--- src/rtl/bist_pkg.sv ---
// Shared definitions for the BIST session controller: state encoding and default sizing.
package bist_pkg;

  typedef enum logic [2:0] {
    ST_IDLE    = 3'd0,
    ST_CLEAR   = 3'd1,
    ST_RUN     = 3'd2,
    ST_CAPTURE = 3'd3,
    ST_DONE    = 3'd4
  } state_t;

  localparam int unsigned DEF_SIG_W    = 8;
  localparam int unsigned DEF_PAT_CNT  = 14;
  localparam int unsigned DEF_SESSIONS = 4;

  localparam int unsigned PAT_CNT_W  = 8;
  localparam int unsigned SESS_IDX_W = 4;

endpackage

--- src/rtl/bist_pat_counter.sv ---
// Pattern-window counter: synchronous clear, load, up/down count and a terminal-count flag
// that is high while the count equals i_tc_val.
module bist_pat_counter
  import bist_pkg::*;
#(
  parameter int unsigned W = PAT_CNT_W
) (
  input  logic         i_clk,
  input  logic         i_rst,
  input  logic         i_load,
  input  logic [W-1:0] i_load_val,
  input  logic         i_en,
  input  logic         i_up,
  input  logic [W-1:0] i_tc_val,
  output logic         o_tc
);

  logic [W-1:0] r_cnt;

  // Count register: reset beats load, load beats count.
  always_ff @(posedge i_clk) begin
    if (i_rst) begin
      r_cnt <= '0;
    end else if (i_load) begin
      r_cnt <= i_load_val;
    end else if (i_en) begin
      r_cnt <= i_up ? (r_cnt + 1'b1) : (r_cnt - 1'b1);
    end
  end

  assign o_tc = (r_cnt == i_tc_val);

endmodule

--- src/rtl/bist_session_ctrl.sv ---
// BIST session controller: sequences clear / pattern window / capture for a fixed number of
// sessions, compares the MISR signature per session and reports a pass/fail mask.
module bist_session_ctrl
  import bist_pkg::*;
#(
  parameter int unsigned SIG_W    = DEF_SIG_W,
  parameter int unsigned PAT_CNT  = DEF_PAT_CNT,
  parameter int unsigned SESSIONS = DEF_SESSIONS
) (
  input  logic                  CLK,
  input  logic                  RST,
  input  logic                  START,
  input  logic [SIG_W-1:0]      SIG_IN,
  input  logic [SIG_W-1:0]      GOLDEN,
  output logic                  SE,
  output logic                  MISR_CLR,
  output logic [SESS_IDX_W-1:0] SESS_IDX,
  output logic                  BUSY,
  output logic                  DONE,
  output logic                  PASS,
  output logic [SESSIONS-1:0]   FAIL_MASK
);

  state_t                  r_state;
  state_t                  w_state_d;
  logic [SESS_IDX_W-1:0]   r_sess_idx;
  logic [SESS_IDX_W-1:0]   w_sess_idx_d;
  logic [SESSIONS-1:0]     r_fail_mask;
  logic [SESSIONS-1:0]     w_fail_mask_d;
  logic                    w_pat_tc;
  logic                    w_last_sess;

  logic r_se, r_misr_clr, r_busy, r_done, r_pass;
  logic w_se_d, w_misr_clr_d, w_busy_d, w_done_d, w_pass_d;

  assign w_last_sess = (r_sess_idx == SESS_IDX_W'(SESSIONS - 1));

  // The window count is zeroed during CLEAR so the first RUN cycle sees 0.
  bist_pat_counter #(
    .W(PAT_CNT_W)
  ) u_pat_counter (
    .i_clk      (CLK),
    .i_rst      (RST),
    .i_load     (r_state == ST_CLEAR),
    .i_load_val ('0),
    .i_en       (r_state == ST_RUN),
    .i_up       (1'b1),
    .i_tc_val   (PAT_CNT_W'(PAT_CNT - 1)),
    .o_tc       (w_pat_tc)
  );

  // State register.
  always_ff @(posedge CLK) begin
    if (RST) begin
      r_state <= ST_IDLE;
    end else begin
      r_state <= w_state_d;
    end
  end

  // Next-state decode.
  always_comb begin
    w_state_d = r_state;
    unique case (r_state)
      ST_IDLE:    if (START) w_state_d = ST_CLEAR;
      ST_CLEAR:   w_state_d = ST_RUN;
      ST_RUN:     if (w_pat_tc) w_state_d = ST_CAPTURE;
      ST_CAPTURE: w_state_d = w_last_sess ? ST_DONE : ST_CLEAR;
      ST_DONE:    if (START) w_state_d = ST_CLEAR;
      default:    w_state_d = ST_IDLE;
    endcase
  end

  // Session index and fail mask: cleared on (re)start, updated at the end of CAPTURE.
  always_comb begin
    w_sess_idx_d  = r_sess_idx;
    w_fail_mask_d = r_fail_mask;
    unique case (r_state)
      ST_IDLE: begin
        w_sess_idx_d  = '0;
        w_fail_mask_d = '0;
      end
      ST_DONE: begin
        if (START) begin
          w_sess_idx_d  = '0;
          w_fail_mask_d = '0;
        end
      end
      ST_CAPTURE: begin
        // Written as if/else so an X compare lands in the mismatch branch.
        if (SIG_IN == GOLDEN) begin
          w_fail_mask_d = r_fail_mask;
        end else begin
          for (int unsigned i = 0; i < SESSIONS; i++) begin
            if (r_sess_idx == SESS_IDX_W'(i)) w_fail_mask_d[i] = 1'b1;
          end
        end
        if (!w_last_sess) w_sess_idx_d = r_sess_idx + 1'b1;
      end
      default: ;
    endcase
  end

  // Output decode from the next state so the registered outputs line up with the state.
  always_comb begin
    w_se_d       = (w_state_d == ST_RUN);
    w_misr_clr_d = (w_state_d == ST_CLEAR);
    w_busy_d     = (w_state_d == ST_CLEAR) || (w_state_d == ST_RUN) ||
                   (w_state_d == ST_CAPTURE);
    w_done_d     = (w_state_d == ST_DONE);
    w_pass_d     = (w_state_d == ST_DONE) && (w_fail_mask_d == '0);
  end

  // Output and datapath registers.
  always_ff @(posedge CLK) begin
    if (RST) begin
      r_se        <= 1'b0;
      r_misr_clr  <= 1'b0;
      r_busy      <= 1'b0;
      r_done      <= 1'b0;
      r_pass      <= 1'b0;
      r_sess_idx  <= '0;
      r_fail_mask <= '0;
    end else begin
      r_se        <= w_se_d;
      r_misr_clr  <= w_misr_clr_d;
      r_busy      <= w_busy_d;
      r_done      <= w_done_d;
      r_pass      <= w_pass_d;
      r_sess_idx  <= w_sess_idx_d;
      r_fail_mask <= w_fail_mask_d;
    end
  end

  assign SE        = r_se;
  assign MISR_CLR  = r_misr_clr;
  assign SESS_IDX  = r_sess_idx;
  assign BUSY      = r_busy;
  assign DONE      = r_done;
  assign PASS      = r_pass;
  assign FAIL_MASK = r_fail_mask;

endmodule

--- config.mk ---
export PLATFORM = sky130hd
export DESIGN_NAME = bist_session_ctrl
export DESIGN_NICKNAME = d
export VERILOG_FILES = /design/src/rtl/bist_pkg.sv /design/src/rtl/bist_pat_counter.sv /design/src/rtl/bist_session_ctrl.sv
export SDC_FILE = /design/constraint.sdc
export NUM_CORES = 1
export LEC_CHECK = 0
export CORE_MARGIN = 2
export CORE_UTILIZATION = 45
export DETAILED_ROUTE_END_ITERATION = 8
export PLACE_DENSITY = 0.74
export SYNTH_ARGS = -nofsm -noshare
export SYNTH_HDL_FRONTEND = slang
export SYNTH_SLANG_ARGS = --single-unit
--- constraint.sdc ---
create_clock -name CLK -period 1.9 [get_ports CLK]
set_input_delay 0.285 -clock CLK [delete_from_list [all_inputs] [get_ports CLK]]
set_output_delay 0.285 -clock CLK [all_outputs]
set_load 0.03 [all_outputs]
## After elaboration in Yosys (flattened, before gate mapping)

Cells that the tools add are included.

| word-level totals | value |
|---|---|
| input port bits | 19 |
| flip-flop bits (word level) | 24 |
| word-level logic and storage cells | 50 |

| cells by class | value |
|---|---|
| muxes and demuxes | 14 |
| reduce and logical (&&, ||, !) cells | 10 |
| equality and inequality tests | 15 |
| add/sub/neg operators | 2 |

Operators by type and width:

| operator | count |
|---|---|
| $pmux 4 s3 | 2 |
| $mux 4 | 4 |
| $eq 3x2->1 const B | 4 |
| $pmux 3 s4 | 1 |
| $mux 3 | 3 |
| $add 8x1->8 const B | 1 |
| $eq 4x2->1 const B | 2 |
| $eq 8x4->1 const B | 1 |
| $eq 8x8->1 | 1 |
| $logic_not 4->1 | 2 |
| $eq 3x1->1 const B | 2 |
| $eq 3x3->1 const B | 2 |
| $add 4x1->4 const B | 1 |
| $eq 4x1->1 const B | 1 |
| $mux 1 | 4 |
| $ne 2x2->1 const B | 2 |
| $reduce_or 2->1 | 2 |
| $logic_not 3->1 | 1 |
| $reduce_and 3->1 | 1 |
| $reduce_bool 3->1 | 1 |
| $logic_or 1x1->1 | 2 |
| $logic_and 1x1->1 | 1 |

## Logic depth before layout (Yosys ltp)

| depth | value |
|---|---|
| depth after elaboration | 6 |
| mapped depth | 5 |
| mapped depth without buffers | 5 |

## By module

A second synthesis with hierarchy kept.

| second synthesis, totals | value |
|---|---|
| cell total of the unflattened synthesis | 190 |
| area total of the unflattened synthesis | 1662.8 um^2 |

By module, submodules not included:

| module | cells an instance | area an instance (um^2) | times used |
|---|---|---|---|
| bist_session_ctrl | 93 | 873.3 | 1 |
| bist_pat_counter | 97 | 789.5 | 1 |

## Worst setup path after synthesis

Ideal clock, no wire load.

| timing | value |
|---|---|
| path type | register -> register |
| start | register r_sess_idx[1] (netlist: SESS_IDX[1]) |
| end | register r_busy (netlist: BUSY) |
| stages on the path, launching flop included | 5 |
| arrival time | 1451 ps |
| setup slack | 333 ps |
| cells stage by stage | dfxtp_1 ha_1 a21oi_1 a211o_1 o211a_1 |

| on the way | value |
|---|---|
| cells in the longest elaborated chain, start to end | 6 |
| elaborated cells on any way between the ends | 8 |

Ends and longest elaborated chain:

| what | line | text |
|---|---|---|
| start, declared | bist_session_ctrl.sv:26 | `logic [SESS_IDX_W-1:0] r_sess_idx;` |
| start signal, assigned | bist_session_ctrl.sv:130 | `r_sess_idx <= w_sess_idx_d;` |
| $eq 4x2->1 * | bist_session_ctrl.sv:36 | `assign w_last_sess = (r_sess_idx == SESS_IDX_W'(SESSIONS - 1));` |
| $mux 3 * | bist_session_ctrl.sv:68 | `ST_CAPTURE: w_state_d = w_last_sess ? ST_DONE : ST_CLEAR;` |
| $pmux 3 s4 * | bist_session_ctrl.sv:64 | `unique case (r_state)` |
| $eq 3x1->1 or $eq 3x2->1 (tied branches) | bist_session_ctrl.sv:108 | `w_busy_d = (w_state_d == ST_CLEAR) \|\| (w_state_d == ST_RUN) \|\|` |
| $logic_or 1x1->1 | bist_session_ctrl.sv:108 |  |
| $logic_or 1x1->1 * | bist_session_ctrl.sv:108 |  |
| end signal, assigned | bist_session_ctrl.sv:127 | `r_busy <= w_busy_d;` |
| end, declared | bist_session_ctrl.sv:33 | `logic r_se, r_misr_clr, r_busy, r_done, r_pass;` |

Every way passes the cells marked *; elsewhere a longest branch is shown, timed or not.
A chain may end at the register's enable or synchronous reset.

## Worst setup path in the final report

| timing | value |
|---|---|
| start | register r_sess_idx[1] (netlist: SESS_IDX[1]) |
| end | output port SESS_IDX[1] |

RTL lines:

| what | line | text |
|---|---|---|
| end, declared | bist_session_ctrl.sv:17 | `output logic [SESS_IDX_W-1:0] SESS_IDX,` |

No word-level cell between the ends.

==> flow_metrics.env <==
export IMPL_end_kind="output pin"
export IMPL_coreArea_um2=2710
export IMPL_cpPeakStageDelay_ns=0.72
export IMPL_die_w_um=57.1
export IMPL_critical_path_cell_chain="clkdlybuf4s50_1"
export IMPL_cts_root_buffer="clkbuf_4"
export IMPL_synth_main_ff_cell="dfxtp_1"
export IMPL_synthesis_nets=158
export IMPL_dieArea_um2=3260
export IMPL_viasPerCell=5.49
export IMPL_grt_start_max_net_pins=14
export IMPL_cp_arrival_ns=1.47
export IMPL_leakagePower_uw=0.000643
export IMPL_synth_top_cell_area_share_pct=37.8
export IMPL_layout_drive_gt1_share_pct=10.1
export IMPL_cts_made_buffers=3
export IMPL_p_per_area_nw_per_um2=602
export IMPL_yosys_area_top_type="dfxtp_1"
export IMPL_final_hold_viol_count=0
export IMPL_final_nets=194
export IMPL_top_level_ports=32
export IMPL_place_hpwl_um=2160
export IMPL_wl_um=2700
export IMPL_required_ns=1.62
export IMPL_clk_pin_slew_ns=0.13
export IMPL_hold_slack_ns=0.514
export IMPL_maxSlewHeadroom_pct=57.0
export IMPL_drc_errors=0
export IMPL_slew_viol_final=0
export IMPL_final_setup_tns_ns=0
export IMPL_status="finished clean"
export IMPL_syn_area_um2=1270
export IMPL_setup_viol=0
export IMPL_rsz0062_at_grt="no"
export IMPL_synthDistinctLibCells=43
export IMPL_dr_pass1_iters=4
export IMPL_synth_enable_flop_cells=0
export IMPL_yosysSeqAreaShare_pct=37.8
export IMPL_power_share_switching_pct=26.4
export IMPL_syn_to_final_growth_pct=29.8
export IMPL_cp_slowest_cell="clkdlybuf4s50_1"
export IMPL_synth_common_cells="dfxtp_1 (24), xor2_1 (13), nor2_1 (12), nand2_1 (8), inv_1 (7)"
export IMPL_synthCells=133
export IMPL_clk_latency_ns=0.31
export IMPL_synth_area_leaders="dfxtp_1 (38%), xor2_1 (9.0%), ha_1 (5.9%)"
export IMPL_placedCellCount=195
export IMPL_yosys_warnings=0
export IMPL_power_frac_comb_pct=19.0
export IMPL_start_util_pct=46.9
export IMPL_intPower_uw=731
export IMPL_grt_pass1_wl_um=4750
export IMPL_portBuffers=31
export IMPL_fin_crit_ns=1.76
export IMPL_clock_tree_buffer_depth=2
export IMPL_htreeDepth=1
export IMPL_drtIter0Drc=21
export IMPL_postCtsSetupRepairBufs=0
export IMPL_ir_drop_uv=388
export IMPL_hold_class="reg -> reg"
export IMPL_antenna_found_initial=0
export IMPL_path_delay_family="buffers and inverters"
export IMPL_ant_nets=0
export IMPL_cts_hold_buf=0
export IMPL_cts_sinks=24
export IMPL_worst_clock_skew_ns=0.00338
export IMPL_num_vias=1093
export IMPL_post_cts_resized=0
export IMPL_p_clk_share_pct=26.9
export IMPL_async_flop_share_pct=0
export IMPL_path_buf_inv=1
export IMPL_cp_start_kind="flip-flop"
export IMPL_antenna_cells=0
export IMPL_fp_dieH_um=57.1
export IMPL_seqPwrFrac_pct=54.1
export IMPL_min_period_over_period_pct=92.6
export IMPL_globalRouteOverflowTotal=0
export IMPL_drv_cap=0
export IMPL_routabilityCongestion=0.788
export IMPL_rows=19
export IMPL_synth_seq_cells=24
export IMPL_max_clock_freq_mhz=568
export IMPL_grt_pass1_vias=1056
export IMPL_syn_avg_cell_area_um2=9.55
export IMPL_final_cells=199
export IMPL_power_switching_uw=261
export IMPL_path_class="reg -> out"
export IMPL_worst_pin_slew_ns=0.640
export IMPL_gr_usage_all_layers_pct=18.2
export IMPL_path_max_fanout=6
export IMPL_yosysMostFrequentCell="dfxtp_1"
export IMPL_cts_tree="done"
export IMPL_wl_per_cell_um=13.6
-- state kept, by name, indices dropped and copies added (netlist names) --
register	count
BUSY	1
PASS	1
FAIL_MASK	4
r_state	3
DONE	1
SE	1
SESS_IDX	4
u_pat_counter.r_cnt	8
MISR_CLR	1
-- through the flow --
step | util [%] | total power, uW | worst slack [ns] | area, um^2
after floorplan | - | 657 | 0.333 | 1270
after global placement | 59.5 | 731 | 0.0482 | 1610
after detailed placement | 59.5 | 736 | 0.0275 | 1610
after CTS | 60.8 | 1000 | 0.128 | 1650
after global routing | 60.8 | 1040 | 0.0616 | 1650
final | 60.8 | 992 | 0.140 | 1650
-- worst paths after layout --
kind / startpoint / endpoint / slack (ns) / cells past startpoint
worst max-delay path: SESS_IDX[1] / SESS_IDX[1] / 0.14 / 1
worst min-delay path: u_pat_counter.r_cnt[2] / u_pat_counter.r_cnt[2] / 0.51 / 2
worst max register to register: r_state[0] / PASS / 0.21 / 4
worst min register to register: u_pat_counter.r_cnt[2] / u_pat_counter.r_cnt[2] / 0.51 / 2
-- final cells by class --
| class | instances | area (um^2) |
|---|---|---|
| inverter | 7 | 26.3 |
| clock buffer | 4 | 36.3 |
| fill | 248 | 1060 |
| timing repair buffer | 35 | 340 |
| tap | 31 | 38.8 |
| multi-input combinational | 98 | 726 |
| sequential | 24 | 480 |
-- power by group through the flow --
stage	registers (uW)	logic, uW	clock network [uW]
2_1_floorplan	555	102	0
3_3_place_gp	548	183	0
3_5_place_dp	548	187	0
4_1_cts	537	188	275
5_1_grt	540	205	291
6_report	537	188	267
-- per-layer routing --
layer	GRT usage [%]	vias up	wire length, um
met3	4.31	7	123
met4	7.64	0	51
li1	-	551	-
met2	27.6	25	1190
met5	0	-	0
met1	25.0	510	1340
-- tightest hold or removal path, stage by stage (launching register included) --
cell	delay, ns
dfxtp_1	0.35
o21ai_0	0.07
a21oi_1	0.06
-- layout by cell type (no fill, tap or decap), types with 2 or more instances in the layout --
cell and n:
xor2_1 13, nor4_1 4, a32o_1 4, nand2_1 8, a21oi_1 6, nor2_1 12
ha_1 6, nand2b_1 3, o21ai_0 3, buf_4 4, nand3_1 3, nand4_1 2
dfxtp_1 24, nor3_1 2, and2_1 3, o31ai_1 2, clkdlybuf4s50_1 31, clkbuf_4 3
nand3b_1 2, inv_1 7, a22oi_1 2
-- cells by family (layout without fill, tap and decap cells) --
kind of cell	after synthesis	in the layout	synth area share, %
buffers and inverters	11	46	5.02
AOI/OAI and AO/OA	27	27	16.6
and+or+nand+nor	50	50	23.6
DFF	24	24	37.8
adders and majority gates	6	6	5.91
xor gates and xnor gates	14	14	10.2
muxes	1	1	0.788
Power figures use the tool's default switching activity.
